--- config.mk ---
export PLATFORM = sky130hd
export DESIGN_NAME = mxint8_unpack_flat
export DESIGN_NICKNAME = d
export VERILOG_FILES = /design/src/rtl/mxint8_unpack_if.sv /design/src/rtl/mxint8_unpack.sv /design/src/flat_wrapper.sv
export SDC_FILE = /design/constraint.sdc
export NUM_CORES = 1
export LEC_CHECK = 0
export BUFFER_PORTS_ARGS = -buffer_cell sky130_fd_sc_hd__buf_2
export CAP_MARGIN = 20
export CORE_ASPECT_RATIO = 1.2
export CORE_MARGIN = 2
export CORE_UTILIZATION = 25
export DETAILED_ROUTE_END_ITERATION = 8
export SLEW_MARGIN = 20
export SYNTH_ARGS = -nofsm -noshare
export SYNTH_HDL_FRONTEND = slang
export SYNTH_SLANG_ARGS = --single-unit
export TNS_END_PERCENT = 20
--- constraint.sdc ---
create_clock -name i_clk -period 7.65 [get_ports i_clk]
set_input_delay 0.3825 -clock i_clk [delete_from_list [all_inputs] [get_ports i_clk]]
set_output_delay 0.3825 -clock i_clk [all_outputs]
set_load 0.01 [all_outputs]
--- src/rtl/mxint8_unpack_if.sv ---
// Handshake bundle for mxint8_unpack: MX block in (i_*), serialized float32 beats out (o_*).
// Signal names are from the decoder's point of view; the decoder uses the slave modport.
interface mxint8_unpack_if #(
    parameter int BLOCK_SIZE           = 32,
    parameter int SCALE_WIDTH          = 8,
    parameter int MXINT8_ELEMENT_WIDTH = 8,
    parameter int FLOAT32_WIDTH        = 32
);
    localparam int IDX_W = $clog2(BLOCK_SIZE);

    logic                            i_valid;
    logic                            o_ready;
    logic [SCALE_WIDTH-1:0]          i_scale;
    logic [MXINT8_ELEMENT_WIDTH-1:0] i_mxint8_elements [BLOCK_SIZE-1:0];
    logic                            o_valid;
    logic                            i_ready;
    logic [FLOAT32_WIDTH-1:0]        o_float32;
    logic [IDX_W-1:0]                o_index;
    logic                            o_last;

    modport slave (
        input  i_valid, i_scale, i_mxint8_elements, i_ready,
        output o_ready, o_valid, o_float32, o_index, o_last
    );

    modport master (
        output i_valid, i_scale, i_mxint8_elements, i_ready,
        input  o_ready, o_valid, o_float32, o_index, o_last
    );
endinterface

--- src/rtl/mxint8_unpack.sv ---
// Serializing MXINT8 -> float32 decoder: one captured MX block out as BLOCK_SIZE exact float32 beats.
// Define MXINT8_UNPACK_SUBNORMAL_EN to emit exact subnormals; otherwise tiny results flush to signed zero.
//
// state  | meaning
// IDLE   | o_ready high (from the cycle after reset), waiting for a block
// STREAM | presenting beats of the captured block, input ignored
module mxint8_unpack #(
    parameter int BLOCK_SIZE = 32
) (
    input  logic           i_clk,
    input  logic           i_rst_n,
    mxint8_unpack_if.slave bus
);
    localparam int IDX_W = $clog2(BLOCK_SIZE);

    typedef enum logic {IDLE, STREAM} state_t;

    state_t           state_q, state_d;
    logic [7:0]       scale_q;
    logic [7:0]       elems_q [BLOCK_SIZE];
    logic             load, advance, finish, ready_d;
    logic [IDX_W-1:0] idx_next;

    // value = e * 2^(s-127) * 2^-6, exact; m is |e| so -128 becomes 0x80
    function automatic logic [31:0] decode(input logic [7:0] s, input logic [7:0] e);
        logic              sign;
        logic [7:0]        m;
        logic [2:0]        p;
        logic signed [9:0] exp_b;
        logic [6:0]        frac7;
`ifdef MXINT8_UNPACK_SUBNORMAL_EN
        logic [22:0]       sub;
`endif
        sign  = e[7];
        m     = sign ? 8'(8'd0 - e) : e;
        p     = 3'd0;
        for (int i = 0; i < 8; i++)
            if (m[i]) p = 3'(i);
        exp_b = $signed({2'b00, s}) + $signed({7'd0, p}) - 10'sd6;
        frac7 = 7'(m << (3'd7 - p));
`ifdef MXINT8_UNPACK_SUBNORMAL_EN
        // s is at most 6 whenever this is selected, so the low scale bits suffice
        sub   = {15'd0, m} << (6'(s[4:0]) + 6'd16);
`endif
        if (s == 8'hFF)        return 32'h7FC0_0000;
        if (m == 8'd0)         return 32'h0000_0000;
        if (exp_b >= 10'sd255) return {sign, 8'hFF, 23'd0};
        if (exp_b <= 10'sd0) begin
`ifdef MXINT8_UNPACK_SUBNORMAL_EN
            return {sign, 8'd0, sub};
`else
            return {sign, 31'd0};
`endif
        end
        return {sign, exp_b[7:0], frac7, 16'd0};
    endfunction

    always_ff @(posedge i_clk) begin
        if (!i_rst_n) state_q <= IDLE;
        else          state_q <= state_d;
    end

    always_comb begin
        state_d = state_q;
        case (state_q)
            IDLE:    if (bus.i_valid && bus.o_ready) state_d = STREAM;
            STREAM:  if (bus.o_valid && bus.i_ready && bus.o_last) state_d = IDLE;
            default: state_d = IDLE;
        endcase
    end

    always_comb begin
        load     = (state_q == IDLE) && bus.i_valid && bus.o_ready;
        advance  = (state_q == STREAM) && bus.o_valid && bus.i_ready && !bus.o_last;
        finish   = (state_q == STREAM) && bus.o_valid && bus.i_ready && bus.o_last;
        ready_d  = (state_d == IDLE);
        idx_next = bus.o_index + 1'b1;
    end

    // Captured copy lets the upstream reuse its inputs right after acceptance
    always_ff @(posedge i_clk) begin
        if (load) begin
            scale_q <= bus.i_scale;
            for (int i = 0; i < BLOCK_SIZE; i++)
                elems_q[i] <= bus.i_mxint8_elements[i];
        end
    end

    // o_ready is a flop so it stays low through reset and rises one edge later
    always_ff @(posedge i_clk) begin
        if (!i_rst_n) begin
            bus.o_ready   <= 1'b0;
            bus.o_valid   <= 1'b0;
            bus.o_float32 <= 32'd0;
            bus.o_index   <= '0;
            bus.o_last    <= 1'b0;
        end else begin
            bus.o_ready <= ready_d;
            if (load) begin
                bus.o_valid   <= 1'b1;
                bus.o_float32 <= decode(bus.i_scale, bus.i_mxint8_elements[0]);
                bus.o_index   <= '0;
                bus.o_last    <= (BLOCK_SIZE == 1);
            end else if (advance) begin
                bus.o_float32 <= decode(scale_q, elems_q[idx_next]);
                bus.o_index   <= idx_next;
                bus.o_last    <= (idx_next == IDX_W'(BLOCK_SIZE - 1));
            end else if (finish) begin
                bus.o_valid   <= 1'b0;
            end
        end
    end
endmodule

--- src/flat_wrapper.sv ---
// flat-port wrapper written by rule: the top's interface ports become plain ports
module mxint8_unpack_flat 
#(
    parameter int BLOCK_SIZE = 32
)
  (i_clk, i_rst_n, bus_i_valid, bus_i_scale, bus_i_mxint8_elements, bus_i_ready, bus_o_ready, bus_o_valid, bus_o_float32, bus_o_index, bus_o_last);
  mxint8_unpack_if #(.BLOCK_SIZE(BLOCK_SIZE)) bus_i ();
  input  logic i_clk;
  input  logic i_rst_n;
  input wire logic [$bits(bus_i.i_valid)-1:0] bus_i_valid;
  input wire logic [$bits(bus_i.i_scale)-1:0] bus_i_scale;
  input wire logic [$bits(bus_i.i_mxint8_elements)-1:0] bus_i_mxint8_elements;
  input wire logic [$bits(bus_i.i_ready)-1:0] bus_i_ready;
  output wire logic [$bits(bus_i.o_ready)-1:0] bus_o_ready;
  output wire logic [$bits(bus_i.o_valid)-1:0] bus_o_valid;
  output wire logic [$bits(bus_i.o_float32)-1:0] bus_o_float32;
  output wire logic [$bits(bus_i.o_index)-1:0] bus_o_index;
  output wire logic [$bits(bus_i.o_last)-1:0] bus_o_last;
  assign bus_i.i_valid = bus_i_valid;
  assign bus_i.i_scale = bus_i_scale;
  assign bus_i.i_mxint8_elements = {>>{bus_i_mxint8_elements}};
  assign bus_i.i_ready = bus_i_ready;
  assign bus_o_ready = bus_i.o_ready;
  assign bus_o_valid = bus_i.o_valid;
  assign bus_o_float32 = bus_i.o_float32;
  assign bus_o_index = bus_i.o_index;
  assign bus_o_last = bus_i.o_last;
  mxint8_unpack #(.BLOCK_SIZE(BLOCK_SIZE)) u_core (.i_clk(i_clk), .i_rst_n(i_rst_n), .bus(bus_i));
endmodule
==> flow_summary.ini, run 1 <==
[timing]
maxSlewHeadroom_pct = 35.2
finalHoldViolCount = 0
slew_viol_final = 0
finClkSkew_ns = 0.0167
worst_pin_slew_ns = 0.970
hold_slack_ns = 0.0511
setup_tns_ns = 0
rsz0062_at_grt = no
period_needed_ns = 7.11
setup_violations = 0
max_freq_ghz = 0.141
min_period_over_period_pct = 93.0

[grt]
track_usage_pct = 14.4
grt_max_degree = 93
overflow = 0
grt_pass1_vias = 10700
grt_pass1_wl_um = 62600
grt_antenna_before_repair = 5

[finish]
layout.cells.non_filler = 2248
final_cell_mix = buf_2 (291), edfxtp_1 (264), dlygate4sd3_1 (248), nand2_1 (68)
fin_nets = 1784
area_delta_synth_final_pct = 40.9
final_common_cell = buf_2
drive_above_1_share_pct = 29.3
fillers = 5246
fin_util_pct = 35.6

[detailed_routing]
totalWireLength_um = 42300
via_per_inst = 4.58
detail-route-antenna-nets = 0
routedWlPerCell_um = 18.8
drt-pass1-iter-count = 6
drc = 0
num_vias = 10300
drtIter0Drc = 585

[job]
cap_violations = 0

[power_and_ir_drop]
leakagePower_nw = 7.40
power.density_nw_per_um2 = 197
vdd_drop_max_mv = 0.194

[clock_tree]
path_clk_slew_ns = 0.06
root_buffer = clkbuf_16
cts_buffers = 31
cts_tree = done
cts_max_path_buffers = 3
cts_num_sinks = 289
htree_num_levels = 1
insertion_delay_ns = 0.58
post-cts-setup-buffers = 0

[synthesis]
ys_seq_area_share_pct = 60.8
synthAdderAreaFrac_pct = 1.37
synth_top_area_share_pct = 57.2
synth_edf_count = 264
synth_area_um2 = 13900
synth_mux_area_share_pct = 12.8
ys_async_sr_fraction_pct = 0
synth_compound_area_share_pct = 10.3
yosys-top-cells-area = edfxtp_1 (57%), mux4_2 (8.4%), dfxtp_1 (3.6%)
synth_top_family_by_area = multiplexers
synth_area_leader_cell = edfxtp_1
yosysWarnings = 0
synth-simple-area-share_pct = 8.93
synthCells = 961
synth-xor-area-share_pct = 2.26
syn_avg_cell_area_um2 = 14.4
ys.flop_type = edfxtp_1
synth_cell_types = 86
synth-seq-cells = 289

[floorplanning]
die_x_um = 219
dieArea_um2 = 57400
pin_count = 308
start_util_pct = 25.3
die_y_um = 262
num_rows = 94
core_um2 = 54800

[place]
dp_hpwl_um = 29400
io_buffers = 291
gp_congestion = 0.850
placed_cells = 1941

[critical_path]
required_ns = 8.13
worstSetupStartpointType = flip-flop
endpoint_kind = flip-flop
crit_slowest_cell = fa_1
critical_path.startpoint = u_core.bus.o_index[1]$_SDFFE_PP0P_
rr_endpoint = u_core.bus.o_float32[17]$_SDFFE_PN0P_
arrival_ns = 7.59
worstRegToRegCells = 27
reg2reg_from = u_core.bus.o_index[1]$_SDFFE_PP0P_
path_class = flip-flop to flip-flop
cp_max_fo = 29
critical_path.max_stage_delay_ns = 0.61
crit_end = u_core.bus.o_float32[17]$_SDFFE_PN0P_
r2r_setup_slack_ns = 0.54

[run_status]
outcome = complete, no violations

[worst_hold_path]
hold_class = input port to flip-flop
-- how the worst min path moves through the flow --
stage / from / to / depth (start not counted) / slack (ns)
floorplan: u_core.state_q$_SDFF_PN0_ / u_core.bus.o_ready$_SDFF_PN0_ / 1 / 0.46
global placement: u_core.bus.o_float32[16]$_SDFFE_PN0P_ / u_core.bus.o_float32[16]$_SDFFE_PN0P_ / 1 / 0.47
detailed placement: u_core.bus.o_float32[16]$_SDFFE_PN0P_ / u_core.bus.o_float32[16]$_SDFFE_PN0P_ / 1 / 0.47
CTS: bus_i_scale[2] / u_core.scale_q[2]$_DFFE_PP_ / 1 / 0.03
global route: bus_i_scale[2] / u_core.scale_q[2]$_DFFE_PP_ / 1 / 0.04
finish: bus_i_scale[2] / u_core.scale_q[2]$_DFFE_PP_ / 1 / 0.05
-- flip-flops by register name, indices dropped and copies added, names as in the netlist --
signal                cells
u_core.elems_q          256
u_core.bus.o_valid        1
u_core.bus.o_float32     16
u_core.bus.o_ready        1
u_core.scale_q            8
u_core.bus.o_index        5
u_core.state_q            1
u_core.bus.o_last         1
-- where the power goes --
part / internal [mW] / switching (mW) / total [mW]
registers: 1.82 / 0.0301 / 1.85
clock network: 0.812 / 0.635 / 1.45
logic: 0.265 / 0.276 / 0.541
total: 2.90 / 0.941 / 3.84
-- Yosys cell counts, types with 7 or more instances --
library cell,n
nor2b_1,8
buf_4,24
a21oi_1,34
buf_6,10
o22ai_1,12
nand4_1,15
inv_1,22
edfxtp_1,264
xor2_1,8
a31oi_1,12
mux4_2,52
xnor2_1,21
o21a_1,9
dfxtp_1,25
a211oi_1,10
o21ai_1,7
mux2i_1,38
nand3_1,23
o21ai_0,40
clkbuf_1,22
nand2_1,68
nand2b_1,7
a21o_1,12
and2_1,10
nor2_1,53
nor3_1,12
ha_1,12
-- cells by family after synthesis --
logic type,Yosys count
DFF,289
xor gates and xnor gates,32
muxes,101
and+or+nand+nor,241
other,1
adders and majority gates,14
AOI/OAI and AO/OA,198
buffers and inverters,85
-- final cells by class --
cell class	count	area, um^2	area share (%)
Clock inverter	18	161	0.826
Clock buffer	37	798	4.09
Timing Repair Buffer	554	4100	21.0
Multi-Input combinational cell	602	5030	25.8
Antenna cell	4	10.0	0.0512
Sequential cell	289	8430	43.2
Inverter	24	93.8	0.480
Tap cell	720	901	4.61
-- worst max-delay path, delay by kind of cell, from the launching register on --
kind / cells / cell delay, ns
compound gates: 9 / 2.32
xor+xnor: 1 / 0.38
fa+ha+maj: 5 / 1.70
buf+inv: 4 / 0.54
flops: 1 / 0.46
mux: 2 / 0.57
simple gates: 6 / 1.02
-- per-layer routing --
layer,part of all wire [%],global-route usage (%)
met1,40,17.6
met2,51,26.1
met3,6.5,2.70
met4,2.0,3.53
met5,0.031,0
-- stage by stage --
step / instance area [um^2] / worst slack [ns] / power, mW
final: 19500 / 0.538 / 3.84
after global routing: 19500 / 0.0295 / 3.99
after CTS: 19500 / 0.0754 / 3.87
after detailed placement: 16000 / 0.0932 / 2.32
after global placement: 16000 / 0.361 / 2.31
after floorplan: 13900 / 0.868 / 2.16
-- timing repair --
item                                    CTS  global route
resized for setup                         0             6
endpoints found under the hold margin   248             0
endpoints found under the setup margin    0            10
hold buffers                            248             0
(Power assumes the default switching activity.)
==> run 2, diff against run 1 <==
--- a/config.mk
+++ b/config.mk
@@ -10,6 +10,7 @@
 export CORE_ASPECT_RATIO = 1.2
 export CORE_MARGIN = 2
 export CORE_UTILIZATION = 25
+export CTS_BUF_LIST = sky130_fd_sc_hd__clkbuf_16
 export DETAILED_ROUTE_END_ITERATION = 8
 export SLEW_MARGIN = 20
 export SYNTH_ARGS = -nofsm -noshare
==> flow_summary.ini, run 2 (same netlist as run 1, synthesis figures left out) <==
[timing]
rsz0062_at_grt = no
min_period_over_period_pct = 93.0
finClkSkew_ns = 0.0169
period_needed_ns = 7.11
worst_pin_slew_ns = 0.974
slew_viol_final = 0
setup_tns_ns = 0
max_freq_ghz = 0.141
finalHoldViolCount = 0
setup_violations = 0
fin_ws_ns = 0.537
maxSlewHeadroom_pct = 35.0

[run_status]
outcome = complete, no violations

[finish]
fin_nets = 1784
top_register = u_core.elems_q
drive_above_1_share_pct = 29.3
final_common_cell = buf_2
reg_top3 = u_core.elems_q: 256 flops, u_core.bus.o_float32: 16 flops, u_core.scale_q: 8 flops
final_cell_mix = buf_2 (291), edfxtp_1 (264), dlygate4sd3_1 (248), nand2_1 (68)
area_delta_synth_final_pct = 40.9
fin_area_um2 = 19500
largest_reg_flops = 256

[critical_path]
arrival_ns = 7.59
path_class = flip-flop to flip-flop
endpoint_kind = flip-flop
cp_max_fo = 29
worstSetupStartpointType = flip-flop
required_ns = 8.13

[floorplanning]
dieArea_um2 = 57400
num_rows = 94
start_util_pct = 25.3
die_x_um = 219
pin_count = 308
core_um2 = 54800
die_y_um = 262

[detailed_routing]
via_per_inst = 4.58
drt-pass1-iter-count = 5
totalWireLength_um = 42300
routedWlPerCell_um = 18.8
drc = 0
num_vias = 10300
detail-route-antenna-nets = 0
drtIter0Drc = 572

[clock_tree]
post-cts-setup-buffers = 0
cts_buffers = 31
cts_num_sinks = 289
insertion_delay_ns = 0.59
htree_num_levels = 1
cts_tree = done
root_buffer = clkbuf_16
path_clk_slew_ns = 0.06
cts_max_path_buffers = 3

[worst_hold_path]
hold_class = input port to flip-flop

[place]
pre_cts_ws_ns = 0.0932
io_buffers = 291
placed_area_um2 = 16000
dp_hpwl_um = 29400
gp_congestion = 0.850

[grt]
grt_antenna_before_repair = 5
track_usage_pct = 14.4
overflow = 0
grt_max_degree = 93
grt_pass1_vias = 10700
grt_pass1_wl_um = 62600

[power_and_ir_drop]
power.density_nw_per_um2 = 196
vdd_drop_max_mv = 0.194
leakagePower_nw = 7.42
power.total_mw = 3.83

[job]
cap_violations = 0
==> run 2: cell type report <==
type	instances	area [um^2]
Tap cell	720	901
Timing Repair Buffer	554	4100
Sequential cell	289	8430
Antenna cell	4	10.0
Clock inverter	24	184
Fill cell	5246	35300
Clock buffer	31	776
Inverter	24	93.8
Multi-Input combinational cell	602	5030
==> run 2: worst paths after layout <==
| check | startpoint | end | slack [ns] | depth (start not counted) |
|---|---|---|---|---|
| setup / recovery | u_core.bus.o_index[1]$_SDFFE_PP0P_ | u_core.bus.o_float32[17]$_SDFFE_PN0P_ | 0.54 | 27 |
| hold / removal | bus_i_scale[2] | u_core.scale_q[2]$_DFFE_PP_ | 0.05 | 1 |
| setup reg to reg | u_core.bus.o_index[1]$_SDFFE_PP0P_ | u_core.bus.o_float32[17]$_SDFFE_PN0P_ | 0.54 | 27 |
| hold reg to reg | u_core.bus.o_float32[16]$_SDFFE_PN0P_ | u_core.bus.o_float32[16]$_SDFFE_PN0P_ | 0.48 | 1 |
==> run 2: power by group <==
part           internal, mW  switching [mW]
sequential             1.82          0.0300
combinational         0.265           0.275
clock                 0.804           0.635
==> run 2: routing by layer <==
| metal | vias up | part of all wire (%) | track usage (%) |
|---|---|---|---|
| li1 | 4863 | - | - |
| met2 | 373 | 52 | 26.1 |
| met1 | 5010 | 40 | 17.6 |
| met4 | 2 | 2.0 | 3.53 |
| met5 | - | 0.031 | 0 |
| met3 | 59 | 6.3 | 2.70 |
==> run 2: timing repair <==
action / in CTS / in global routing
endpoints found under the hold margin: 248 / 0
endpoints found under the setup margin: 0 / 10
gates resized for setup: 0 / 6
hold buffers: 248 / 0
==> run 2: metrics by stage <==
| stage | hold WS, ns | instances | util [%] |
|---|---|---|---|
| 2_1_floorplan | 0.462 | 976 | - |
| 5_1_grt | 0.0420 | 2248 | 35.6 |
| 6_report | 0.0534 | 2248 | 35.6 |
| 3_5_place_dp | 0.466 | 1941 | 29.3 |
| 4_1_cts | 0.0296 | 2244 | 35.6 |
| 3_3_place_gp | 0.470 | 1941 | 29.3 |
==> run 2: worst max-delay path, stage by stage (launching register included) <==
cell and delay, ns:
dfxtp_2 0.46, ha_4 0.26, xor2_4 0.38, buf_6 0.33, mux4_2 0.34, o21ai_1 0.11, o2111ai_2 0.30, ha_1 0.36
o21bai_1 0.28, nand3_1 0.14, a21o_1 0.23, a21o_2 0.27, and2_1 0.18, inv_1 0.06, ha_1 0.18, inv_1 0.07
fa_1 0.47, xnor2_1 0.18, ha_1 0.32, o2111ai_1 0.37, mux2i_1 0.23, nand4_1 0.18, o41a_1 0.48, nand4_1 0.19
nor2b_1 0.13, and2_1 0.20, a21boi_1 0.13, o21a_1 0.16
